`src/rtl/sme_share_mover.sv`:
```
// Bulk share mover for one 16-entry SME share register file.
// Loads stream in_data into the regfile; stores stream regfile entries out.
module sme_share_mover #(
   parameter int XLEN = 32
) (
   input  logic              g_clk,
   input  logic              g_reset,
   output logic              g_clk_req,
   input  logic              cmd_valid,
   output logic              cmd_ready,
   input  logic              cmd_store,
   input  logic [3:0]        cmd_base,
   input  logic [3:0]        cmd_len,
   output logic              done,
   output logic              out_valid,
   input  logic              out_ready,
   output logic [XLEN-1:0]   out_data,
   output logic [3:0]        out_idx,
   input  logic              in_valid,
   output logic              in_ready,
   input  logic [XLEN-1:0]   in_data,
   output logic [3:0]        rs1_addr,
   input  logic [XLEN-1:0]   rs1_rdata,
   output logic              rd_wen,
   output logic [3:0]        rd_addr,
   output logic [XLEN-1:0]   rd_wdata
);

   localparam int XL = XLEN - 1;

   typedef enum logic [1:0] {
      S_IDLE  = 2'd0,
      S_LOAD  = 2'd1,
      S_STORE = 2'd2,
      S_DRAIN = 2'd3
   } state_t;

   state_t        r_state;
   logic [3:0]    r_ptr;
   logic [4:0]    r_rem;
   logic          r_done;
   logic          r_rd_wen;
   logic [3:0]    r_rd_addr;
   logic [XL:0]   r_rd_wdata;

   logic          w_last;

   assign w_last = (r_rem == 5'd1);

   always_ff @(posedge g_clk) begin
      if (g_reset) begin
         r_state    <= S_IDLE;
         r_ptr      <= 4'd0;
         r_rem      <= 5'd0;
         r_done     <= 1'b0;
         r_rd_wen   <= 1'b0;
         r_rd_addr  <= 4'd0;
         r_rd_wdata <= '0;
      end else begin
         r_done   <= 1'b0;
         r_rd_wen <= 1'b0;
         case (r_state)
            S_IDLE: begin
               if (cmd_valid) begin
                  r_ptr   <= cmd_base;
                  r_rem   <= {1'b0, cmd_len} + 5'd1;
                  r_state <= cmd_store ? S_STORE : S_LOAD;
               end
            end
            S_STORE: begin
               if (out_ready) begin
                  r_ptr <= r_ptr + 4'd1;
                  r_rem <= r_rem - 5'd1;
                  if (w_last) begin
                     r_state <= S_IDLE;
                     r_done  <= 1'b1;
                  end
               end
            end
            S_LOAD: begin
               // Write lands one cycle after its accept; DRAIN covers the last one.
               if (in_valid) begin
                  r_rd_wen   <= 1'b1;
                  r_rd_addr  <= r_ptr;
                  r_rd_wdata <= in_data;
                  r_ptr      <= r_ptr + 4'd1;
                  r_rem      <= r_rem - 5'd1;
                  if (w_last) begin
                     r_state <= S_DRAIN;
                  end
               end
            end
            S_DRAIN: begin
               r_state <= S_IDLE;
               r_done  <= 1'b1;
            end
            default: begin
               r_state <= S_IDLE;
            end
         endcase
      end
   end

   assign cmd_ready = (r_state == S_IDLE);
   assign out_valid = (r_state == S_STORE);
   assign in_ready  = (r_state == S_LOAD);
   assign g_clk_req = (r_state != S_IDLE) || cmd_valid;
   assign done      = r_done;
   assign rs1_addr  = r_ptr;
   assign out_idx   = r_ptr;
   assign out_data  = rs1_rdata;
   assign rd_wen    = r_rd_wen;
   assign rd_addr   = r_rd_addr;
   assign rd_wdata  = r_rd_wdata;

endmodule

```
`config.mk`:
```
export PLATFORM = sky130hd
export DESIGN_NAME = sme_share_mover
export DESIGN_NICKNAME = d
export VERILOG_FILES = /design/src/rtl/sme_share_mover.sv
export SDC_FILE = /design/constraint.sdc
export NUM_CORES = 1
export LEC_CHECK = 0
export CORE_MARGIN = 1
export CORE_UTILIZATION = 30
export CTS_BUF_LIST = sky130_fd_sc_hd__clkbuf_4
export CTS_CLUSTER_DIAMETER = 150
export DETAILED_ROUTE_END_ITERATION = 6
export PLACE_DENSITY = 0.73
export SYNTH_ARGS = -nofsm -noshare
export SYNTH_HDL_FRONTEND = slang
export SYNTH_SLANG_ARGS = --single-unit
```
`constraint.sdc`:
```
create_clock -name g_clk -period 1.5 [get_ports g_clk]
set_clock_uncertainty 0.15 [all_clocks]
set_input_delay 0.225 -clock g_clk [delete_from_list [all_inputs] [get_ports g_clk]]
set_output_delay 0.225 -clock g_clk [all_outputs]
set_load 0.1 [all_outputs]
```
==> Yosys cells after proc, flatten, opt, wreduce, memory -nomap -nowiden <==
Cells that the tools add are included.
W data, S select, Z words.
{ "word_totals": {"rom_bits": 0, "register_bits": 49, "word_cells": 47, "latchBits": 0, "mem_bits_rw": 0, "n_memories": 0, "input_bits": 78} }
{ "classes": {"n_reduce_logical": 8, "div_mod_pow": 0, "n_lt_le_gt_ge": 0, "add_sub_neg": 3, "multipliers": 0, "n_eq_ne": 9, "shifts": 0, "bitwise": 1, "n_mux": 19} }
{ "op_table": {"columns": ["operator", "n"], "rows": [
  ["$mux W5", 3],
  ["$pmux W5 S3", 1],
  ["$mux W2", 6],
  ["$mux W4", 3],
  ["$pmux W4 S3", 1],
  ["$pmux W2 S4", 1],
  ["$ne A2 B1 Y1 const B", 3],
  ["$add A4 B1 Y5 const B", 1],
  ["$eq A5 B1 Y1 const B", 1],
  ["$reduce_and A5 Y1", 1],
  ["$sub A5 B1 Y5 const B", 1],
  ["$add A4 B1 Y4 const B", 1],
  ["$eq A2 B2 Y1 const B", 2],
  ["$ne A2 B2 Y1 const B", 2],
  ["$reduce_and A4 Y1", 1],
  ["$mux W1", 3],
  ["$reduce_bool A3 Y1", 1],
  ["$eq A2 B1 Y1 const B", 1],
  ["$logic_not A2 Y1", 1],
  ["$pmux W1 S2", 1],
  ["$reduce_and A2 Y1", 1],
  ["$reduce_bool A2 Y1", 1],
  ["$reduce_or A2 Y1", 1],
  ["$logic_or A1 B1 Y1", 1],
  ["$not A1 Y1", 1]
]} }

==> Logic depth before layout (Yosys ltp) <==
Gate-level depths: netlist of the first run.
{ "depth": {"word_depth": 4, "mapped_depth": 7, "ltp_nobuf": 6} }

==> Worst setup path after synthesis of the first run <==
OpenSTA, ideal clock, no wires.
{ "synth_path": {"kind": "flip-flop to flip-flop", "startpoint": "reg r_state[0]", "endpoint": "reg r_ptr[0] (netlist: out_idx[0])", "path_stages_with_launch": 8, "arrival_time_ns": 2.879, "t_required_ns": 1.218, "setup_slack_ns": -1.662, "path_cell_list": "dfxtp_1 -> inv_1 -> ha_1 -> nand2b_1 -> and4b_1 -> buf_2 -> nand3b_1 -> a31oi_1"} }
{ "synth_between": {"elab_chain_len": 3, "elab_cells_between_ends": 9, "classes_between": "eq/ne (5); mux (1); reduce/logical (3)"} }
{ "synth_rtl": {"columns": ["item", "line", "source"], "rows": [
  ["start: declaration", "38", "state_t r_state;"],
  ["start signal: assignment", "67", "r_state <= cmd_store ? S_STORE : S_LOAD;"],
  ["$logic_not A2 Y1 (*)", null, null],
  ["net cmd_ready", "10", "output logic cmd_ready,"],
  ["$ne A2 B2 Y1 (no source line) / $reduce_bool A3 Y1 (equally long branches)", null, null],
  ["$reduce_and A4 Y1 (no source line)", null, null],
  ["end signal: assignment", "65", "r_ptr <= cmd_base;"],
  ["end signal: assignment", "72", "r_ptr <= r_ptr + 4'd1;"],
  ["end signal: assignment", "86", "r_ptr <= r_ptr + 4'd1;"],
  ["end: declaration", "39", "logic [3:0] r_ptr;"]
]} }
The timed path passes the listed nets; every way through them passes the cells marked *.
A chain may end at the register's enable or synchronous reset.

==> Final worst setup path of the first run <==
{ "layout_path": {"startpoint": "reg r_state[0]", "endpoint": "out g_clk_req"} }
{ "layout_between": {"elab_chain_len": 2} }
{ "layout_rtl": {"columns": ["item", "line", "source"], "rows": [
  ["$reduce_bool A2 Y1", "107", "assign g_clk_req = (r_state != S_IDLE) || cmd_valid;"],
  ["$logic_or A1 B1 Y1", "107", null],
  ["end: declaration", "8", "output logic g_clk_req,"]
]} }
Every way passes these cells.

==> flow_metrics.env, run 1 <==
export IMPL_antenna_cells=0
export IMPL_synth_compound_area_share_pct=14.77
export IMPL_setup_worst_path_start_class="flip-flop"
export IMPL_drtAntennaViolNets=0
export IMPL_synth_area_mux_share_pct=1.279
export IMPL_max_cap_viol_count=0
export IMPL_fmax_mhz=590.4
export IMPL_ctsHoldBuffers=0
export IMPL_die_w_um=90.46
export IMPL_synth_top_cells_by_count="nand2_1, dfxtp_1, a21oi_1"
export IMPL_fillerInstances=564
export IMPL_fin_util_pct=62.08
export IMPL_layout_nets=469
export IMPL_min_path_type="input port to flip-flop"
export IMPL_ys_ff_latch=49
export IMPL_slew_viol_final=0
export IMPL_numCtsBuffers=5
export IMPL_core_area_um2=7408
export IMPL_area_growth_pct=95.95
export IMPL_synth_main_ff_cell="dfxtp_1"
export IMPL_violations="negative setup slack"
export IMPL_cts_path_max_buffers=2
export IMPL_syn_nets=380
export IMPL_routed_wl_um=7386
export IMPL_drive_above_1_share_pct=50.91
export IMPL_dpl_cell_count=462
export IMPL_synth_area_top_cells="dfxtp_1, nand2_1, buf_4, a21oi_1, ha_1"
export IMPL_rsz0062_at_grt="true"
export IMPL_yosysWarnings=0
export IMPL_die_area_um2=8182
export IMPL_netlist_instances=293
export IMPL_grtUsageTotal_pct=17.36
export IMPL_htreeDepth=2
export IMPL_rr_worst_depth=8
export IMPL_synth_top_cell_area_share_pct=41.79
export IMPL_setup_viol=51
export IMPL_cts_sinks=49
export IMPL_viasPerCell=4.809
export IMPL_power_density_nw_per_um2=1891
export IMPL_place_congestion=0.8410
export IMPL_synthAdderAreaFrac_pct=4.797
export IMPL_synth_edff_count=0
export IMPL_remaining_drc_errors=0
export IMPL_cp_end_kind="output pin"
export IMPL_wl_per_cell_um=15.32
export IMPL_cp_slowest_cell="dfxtp_4"
export IMPL_antenna_found_initial=0
export IMPL_hold_viol=0
export IMPL_cts_clk_slew_worst_paths_ns=0.14
export IMPL_yosys_area_top_type="dfxtp_1"
export IMPL_power_total_uw=8700
export IMPL_hpwlAfterDp_um=4639
export IMPL_grt_overflow_total=0
export IMPL_holdPathStages=2
export IMPL_period_minus_slack_ns=1.694
export IMPL_critical_path_depth=5
export IMPL_drt_first_iter_violations=51
export IMPL_cp_buffers_inverters=3
export IMPL_setup_slack_ns=-0.1937
export IMPL_clkLatencyLatePin_ns=0.35
export IMPL_grt_pass1_vias=2360
export IMPL_layoutNonFillerInstCount=482
export IMPL_status="finished with violations"
export IMPL_seq_area_frac_synth_pct=41.79
export IMPL_arrival_ns=1.32
export IMPL_die_h_um=90.46
export IMPL_post_dp_cell_area_um2=3892
export IMPL_fin_area_um2=4599
export IMPL_yosys_area_share_xor_xnor_pct=1.119
export IMPL_synthSimpleGateAreaFrac_pct=20.74
export IMPL_grt_pass1_wl_um=11320
export IMPL_vias=2318
export IMPL_ir_worst_vdd_mv=1.778
export IMPL_crit_family="flip-flops"
export IMPL_crit_chain="inv_4, ha_4, nand2b_4, buf_6, buf_12"
export IMPL_path_max_fanout=4
export IMPL_synth_top_family_by_area="simple AND/OR/NAND/NOR gates"
export IMPL_yosysMostFrequentCell="nand2_1"
export IMPL_grt_max_degree=34
export IMPL_tritoncts="built"
export IMPL_post_route_period_util_pct=112.9
export IMPL_ios=160
export IMPL_avgSynthCellArea_um2=8.011
export IMPL_dr_pass1_iters=4
export IMPL_port_buffers=95
export IMPL_root_buffer="clkbuf_4"
export IMPL_synth_area_um2=2347
export IMPL_path_class="flip-flop to output pin"
export IMPL_fin_hold_ws_ns=0.1441
export IMPL_leakagePower_uw=0.001842
export IMPL_max_slew_margin_pct=68.94
export IMPL_row_count=31
export IMPL_synth_cell_type_count=32
export IMPL_worstMarginPinSlew_ns=0.4660
export IMPL_required_ns=1.12
export IMPL_initial_core_util_pct=31.68
export IMPL_cpPeakStageDelay_ns=0.42
export IMPL_synthArstFlopShare_pct=0
==> final timing paths <==
path                                  from          to  slack [ns]
worst min-delay path               g_reset  r_state[0]        0.14
worst max register to register  r_state[0]  out_idx[0]       -0.17
worst max-delay path            r_state[0]   g_clk_req       -0.19
worst min register to register  rd_addr[1]  rd_addr[1]        0.35
==> registers in the layout, summed over array words and instances (netlist names) <==
register  count
rd_wdata     32
r_rem         5
out_idx       4
rd_addr       4
r_state       2
done          1
rd_wen        1
==> layout make-up <==
type / instances / area, µm² / share of cell area, %
Tap cell: 99 / 123.9 / 2.693
Sequential cell: 49 / 998.5 / 21.71
Timing Repair Buffer: 133 / 1902 / 41.35
Multi-Input combinational cell: 185 / 1481 / 32.21
Clock inverter: 2 / 13.76 / 0.2992
Clock buffer: 6 / 45.04 / 0.9793
Inverter: 8 / 35.03 / 0.7617
==> power by group <==
group / internal (µW) / leakage [µW] / switching, µW
Combinational: 2620 / 0.00140 / 3530
Clock: 207 / 0.0000360 / 427
Sequential: 1580 / 0.000402 / 338
==> cell usage in the layout, fill, tap and decap left out, drive strengths merged <==
master          n
o211ai          1
a21oi          42
a211oi          5
clkbuf          7
mux2i           3
nand3b          4
nor2            9
nand2b          3
and4b           1
a31oi           2
nand2          79
o31ai           1
dfxtp          49
inv             9
and2            1
buf            88
nor2b           3
ha              9
nand3           4
xnor2           2
xor2            1
a211o           1
clkinv          1
o2111ai         1
nor3            1
nand4b          1
clkdlybuf4s50  44
nor3b           1
o21ai           7
o32ai           1
or4             1
nor4b           1
==> metrics by stage <==
stage | worst slack, ns | TNS (ns)
2_1_floorplan | -0.3860 | -6.320
3_3_place_gp | -0.2080 | -2.363
3_5_place_dp | -0.2705 | -3.704
4_1_cts | -0.2086 | -7.046
5_1_grt | -0.2480 | -9.837
6_report | -0.1937 | -6.889
==> worst register-to-register path: stages (launching register included) <==
cell and delay [ns]:
dfxtp_4 0.42, inv_4 0.06, ha_4 0.17, nand2b_4 0.07, buf_4 0.12, and4b_2 0.26
buf_6 0.13, nand3b_1 0.08, a31oi_1 0.16
==> cells by family (layout without fill, tap and decap cells) <==
| group | count (synthesis) | in the layout |
|---|---|---|
| flip-flops | 49 | 49 |
| AO/OA/AOI/OAI | 61 | 61 |
| AND/OR/NAND/NOR | 109 | 109 |
| adder cells (fa/ha/maj) | 9 | 9 |
| XOR/XNOR | 3 | 3 |
| multiplexers | 3 | 3 |
| buffers and inverters | 59 | 149 |
==> per-layer routing <==
metal | part of all wire [%] | wire (µm) | vias to the layer above | GRT usage (%)
li1 | - | - | 1109 | -
met1 | 38 | 2842 | 1105 | 17.84
met2 | 54 | 4013 | 80 | 33.02
met3 | 4.6 | 341 | 24 | 4.040
met4 | 2.6 | 189 | 0 | 7.930
met5 | 0 | 0 | - | 0
==> repair_timing <==
action                     in CTS  in global routing
hold endpoints to repair        0                  0
cloned                          4                  1
setup endpoints to repair      34                 54
resized for setup              73                 60
setup buffers                   6                  3
pin swaps                      36                 44
(Power assumes the default switching activity.)
==> run 2, diff against run 1 <==
--- a/config.mk
+++ b/config.mk
@@ -5,6 +5,7 @@
 export SDC_FILE = /design/constraint.sdc
 export NUM_CORES = 1
 export LEC_CHECK = 0
+export CAP_MARGIN = 15
 export CORE_MARGIN = 1
 export CORE_UTILIZATION = 30
 export CTS_BUF_LIST = sky130_fd_sc_hd__clkbuf_4
==> results of run 2 <==
No change in the layout: final DEF, timing and power equal those of run 1.
==> run 3, diff against run 2 <==
--- a/config.mk
+++ b/config.mk
@@ -5,13 +5,14 @@
 export SDC_FILE = /design/constraint.sdc
 export NUM_CORES = 1
 export LEC_CHECK = 0
+export ABC_AREA = 1
 export CAP_MARGIN = 15
 export CORE_MARGIN = 1
 export CORE_UTILIZATION = 30
 export CTS_BUF_LIST = sky130_fd_sc_hd__clkbuf_4
 export CTS_CLUSTER_DIAMETER = 150
 export DETAILED_ROUTE_END_ITERATION = 6
-export PLACE_DENSITY = 0.73
+export PLACE_DENSITY = 0.69
 export SYNTH_ARGS = -nofsm -noshare
 export SYNTH_HDL_FRONTEND = slang
 export SYNTH_SLANG_ARGS = --single-unit
==> constraint.sdc (replaced) <==
create_clock -name g_clk -period 2.2 [get_ports g_clk]
set_clock_uncertainty 0.15 [all_clocks]
set_input_delay 0.33 -clock g_clk [delete_from_list [all_inputs] [get_ports g_clk]]
set_output_delay 0.33 -clock g_clk [all_outputs]
set_load 0.1 [all_outputs]
==> run 3 against run 2 <==
Against the previous run: the run now ends clean; first-iteration DRC count increased by 22%; worst hold slack improved by 0.20 ns; sequential cell count is the same; final cell count decreased by 1.5%; wire length fell by 28%; register-to-register slack better by 0.58 ns; via count down 8.9%; combinational power is 39% lower; clock-buffer cell count fell by 1; core utilization fell by 22 points; worst setup slack better by 0.57 ns; non-clock buffer count shrank 35; largest power group unchanged.
==> flow_metrics.env, run 3 <==
export IMPL_ios=160
export IMPL_ys_ff_latch=49
export IMPL_cts_clk_slew_worst_paths_ns=0.12
export IMPL_final_setup_tns_ns=0
export IMPL_die_h_um=91.39
export IMPL_worstMarginPinSlew_ns=0.3746
export IMPL_drt_first_iter_violations=62
export IMPL_slew_viol_final=0
export IMPL_cp_end_kind="output pin"
export IMPL_mostFrequentLayoutCells="nor2_1, dfxtp_1, buf_4"
export IMPL_area_growth_pct=30.69
export IMPL_grtUsageTotal_pct=12.59
export IMPL_synth_top_cell_area_share_pct=40.92
export IMPL_status="finished, final reports clean"
export IMPL_dr_pass1_iters=4
export IMPL_cts_sinks=49
export IMPL_ir_worst_vdd_mv=0.6241
export IMPL_top_layer_used="met4"
export IMPL_port_buffers=95
export IMPL_initial_core_util_pct=31.02
export IMPL_antenna_found_initial=0
export IMPL_synth_area_top_cells="dfxtp_1, nor2_1, buf_4, o21ai_0, ha_1"
export IMPL_viasPerCell=4.444
export IMPL_synth_top_cells_by_count="nor2_1, dfxtp_1, buf_4, o21ai_0, nand2_1"
export IMPL_root_buffer="clkbuf_4"
export IMPL_seq_area_frac_synth_pct=40.92
export IMPL_numCtsBuffers=5
export IMPL_place_congestion=0.7325
export IMPL_grt_pass1_wl_um=8583
export IMPL_vias=2111
export IMPL_avgSynthCellArea_um2=7.539
export IMPL_row_count=32
export IMPL_tritoncts="built"
export IMPL_synth_main_ff_cell="dfxtp_1"
export IMPL_core_area_um2=7727
export IMPL_largest_register_ffs=32
export IMPL_mostFrequentLayoutCell="nor2_1"
export IMPL_grt_pass1_vias=1928
export IMPL_clkLatencyLatePin_ns=0.34
export IMPL_post_route_period_util_pct=83.03
export IMPL_yosys_area_top_type="dfxtp_1"
export IMPL_max_cap_viol_count=0
export IMPL_post_dp_cell_area_um2=3090
export IMPL_fmax_mhz=547.4
export IMPL_synth_area_um2=2397
export IMPL_arrival_ns=1.35
export IMPL_grt_overflow_total=0
export IMPL_period_minus_slack_ns=1.827
export IMPL_die_area_um2=8352
export IMPL_min_path_type="flip-flop to flip-flop"
export IMPL_max_slew_margin_pct=74.97
export IMPL_syn_nets=405
export IMPL_place_ws_ns=0.3050
export IMPL_synth_edff_count=0
export IMPL_htreeDepth=2
export IMPL_ctsResizeCount=0
export IMPL_remaining_drc_errors=0
export IMPL_post_cts_buffers=0
export IMPL_fin_area_um2=3133
export IMPL_setup_worst_path_start_class="flip-flop"
export IMPL_setup_viol=0
export IMPL_rsz0062_at_grt="false"
export IMPL_required_ns=1.72
export IMPL_layout_nets=461
export IMPL_path_max_fanout=4
export IMPL_leakagePower_uw=0.001318
export IMPL_wl_met1_um=2247
export IMPL_synthArstFlopShare_pct=0
export IMPL_synth_cell_type_count=26
export IMPL_die_w_um=91.39
export IMPL_drive_above_1_share_pct=20.64
export IMPL_setup_slack_ns=0.3733
export IMPL_routed_wl_um=5324
export IMPL_dr_wl_met2_um=2639
export IMPL_wl_per_cell_um=11.21
export IMPL_hold_viol=0
export IMPL_wl_met3_um=402
export IMPL_yosysWarnings=0
export IMPL_power_density_nw_per_um2=1742
export IMPL_netlist_instances=318
export IMPL_ctsHoldBuffers=0
export IMPL_yosysMostFrequentCell="nor2_1"
export IMPL_cts_path_max_buffers=2
export IMPL_grt_max_degree=43
export IMPL_antenna_cells=0
export IMPL_path_class="flip-flop to output pin"
export IMPL_hpwlAfterDp_um=3960
export IMPL_drtAntennaViolNets=0
run 3: changes by cell type after synthesis, moves of 4 or more:
cell,previous run,this run
clkbuf_1,9,5
o21ai_2,0,8
nand3_1,4,13
nand2_1,79,23
buf_4,36,40
buf_2,6,2
o21ai_1,0,4
o21ai_0,7,40
a211oi_1,5,0
nor2_1,9,86
a21oi_1,41,9
inv_1,8,15
run 3: area by class of cell:
| type | instances | area [µm²] |
|---|---|---|
| timing repair buffer | 98 | 898.4 |
| tap | 102 | 127.6 |
| multi-input combinational | 202 | 1008 |
| clock buffer | 5 | 37.54 |
| inverter | 18 | 75.07 |
| clock inverter | 1 | 5.005 |
| sequential | 49 | 980.9 |
| fill | 768 | 4594 |
run 3: cells by family (layout without fill, tap and decap cells):
kind of cell	count (synthesis)	in the layout	synth area share (%)
AND/OR/NAND/NOR	129	129	21.87
buffers and inverters	67	122	17.54
AO/OA/AOI/OAI	62	62	14.25
flip-flops	49	49	40.92
adder cells (fa/ha/maj)	9	9	4.697
XOR/XNOR	2	2	0.7308
run 3: routing by layer:
metal | track usage [%] | vias up
met5 | 0 | -
met4 | 4.233 | 0
met3 | 4.188 | 8
met2 | 21.80 | 76
met1 | 14.45 | 932
li1 | - | 1095
run 3: stage by stage:
step / util, % / power, µW / cells / hold slack (ns)
2_1_floorplan: - / 4633 / 318 / 0.3245
3_3_place_gp: 39.99 / 5100 / 469 / 0.3144
3_5_place_dp: 39.99 / 5135 / 469 / 0.3266
4_1_cts: 40.54 / 5512 / 475 / 0.3485
5_1_grt: 40.54 / 5786 / 475 / 0.3701
6_report: 40.54 / 5457 / 475 / 0.3457
run 3: power by group:
group	switching [µW]	total [µW]	internal [µW]
Combinational	2810	3760	955
Clock	251	363	112
Sequential	194	1330	1140
run 3: worst max-delay path, stage by stage (launching register included):
cell and delay [ns]:
dfxtp_1 0.41, inv_1 0.11, ha_2 0.23, nand2_4 0.09
buf_12 0.17
run 3: final timing paths:
path | slack, ns | endpoint | depth (start not counted) | from
worst max register to register | 0.41 | r_rem[4] | 8 | r_state[0]
worst min register to register | 0.35 | rd_wdata[6] | 2 | rd_wdata[6]
worst min-delay path | 0.35 | rd_wdata[6] | 2 | rd_wdata[6]
worst max-delay path | 0.37 | g_clk_req | 4 | r_state[0]
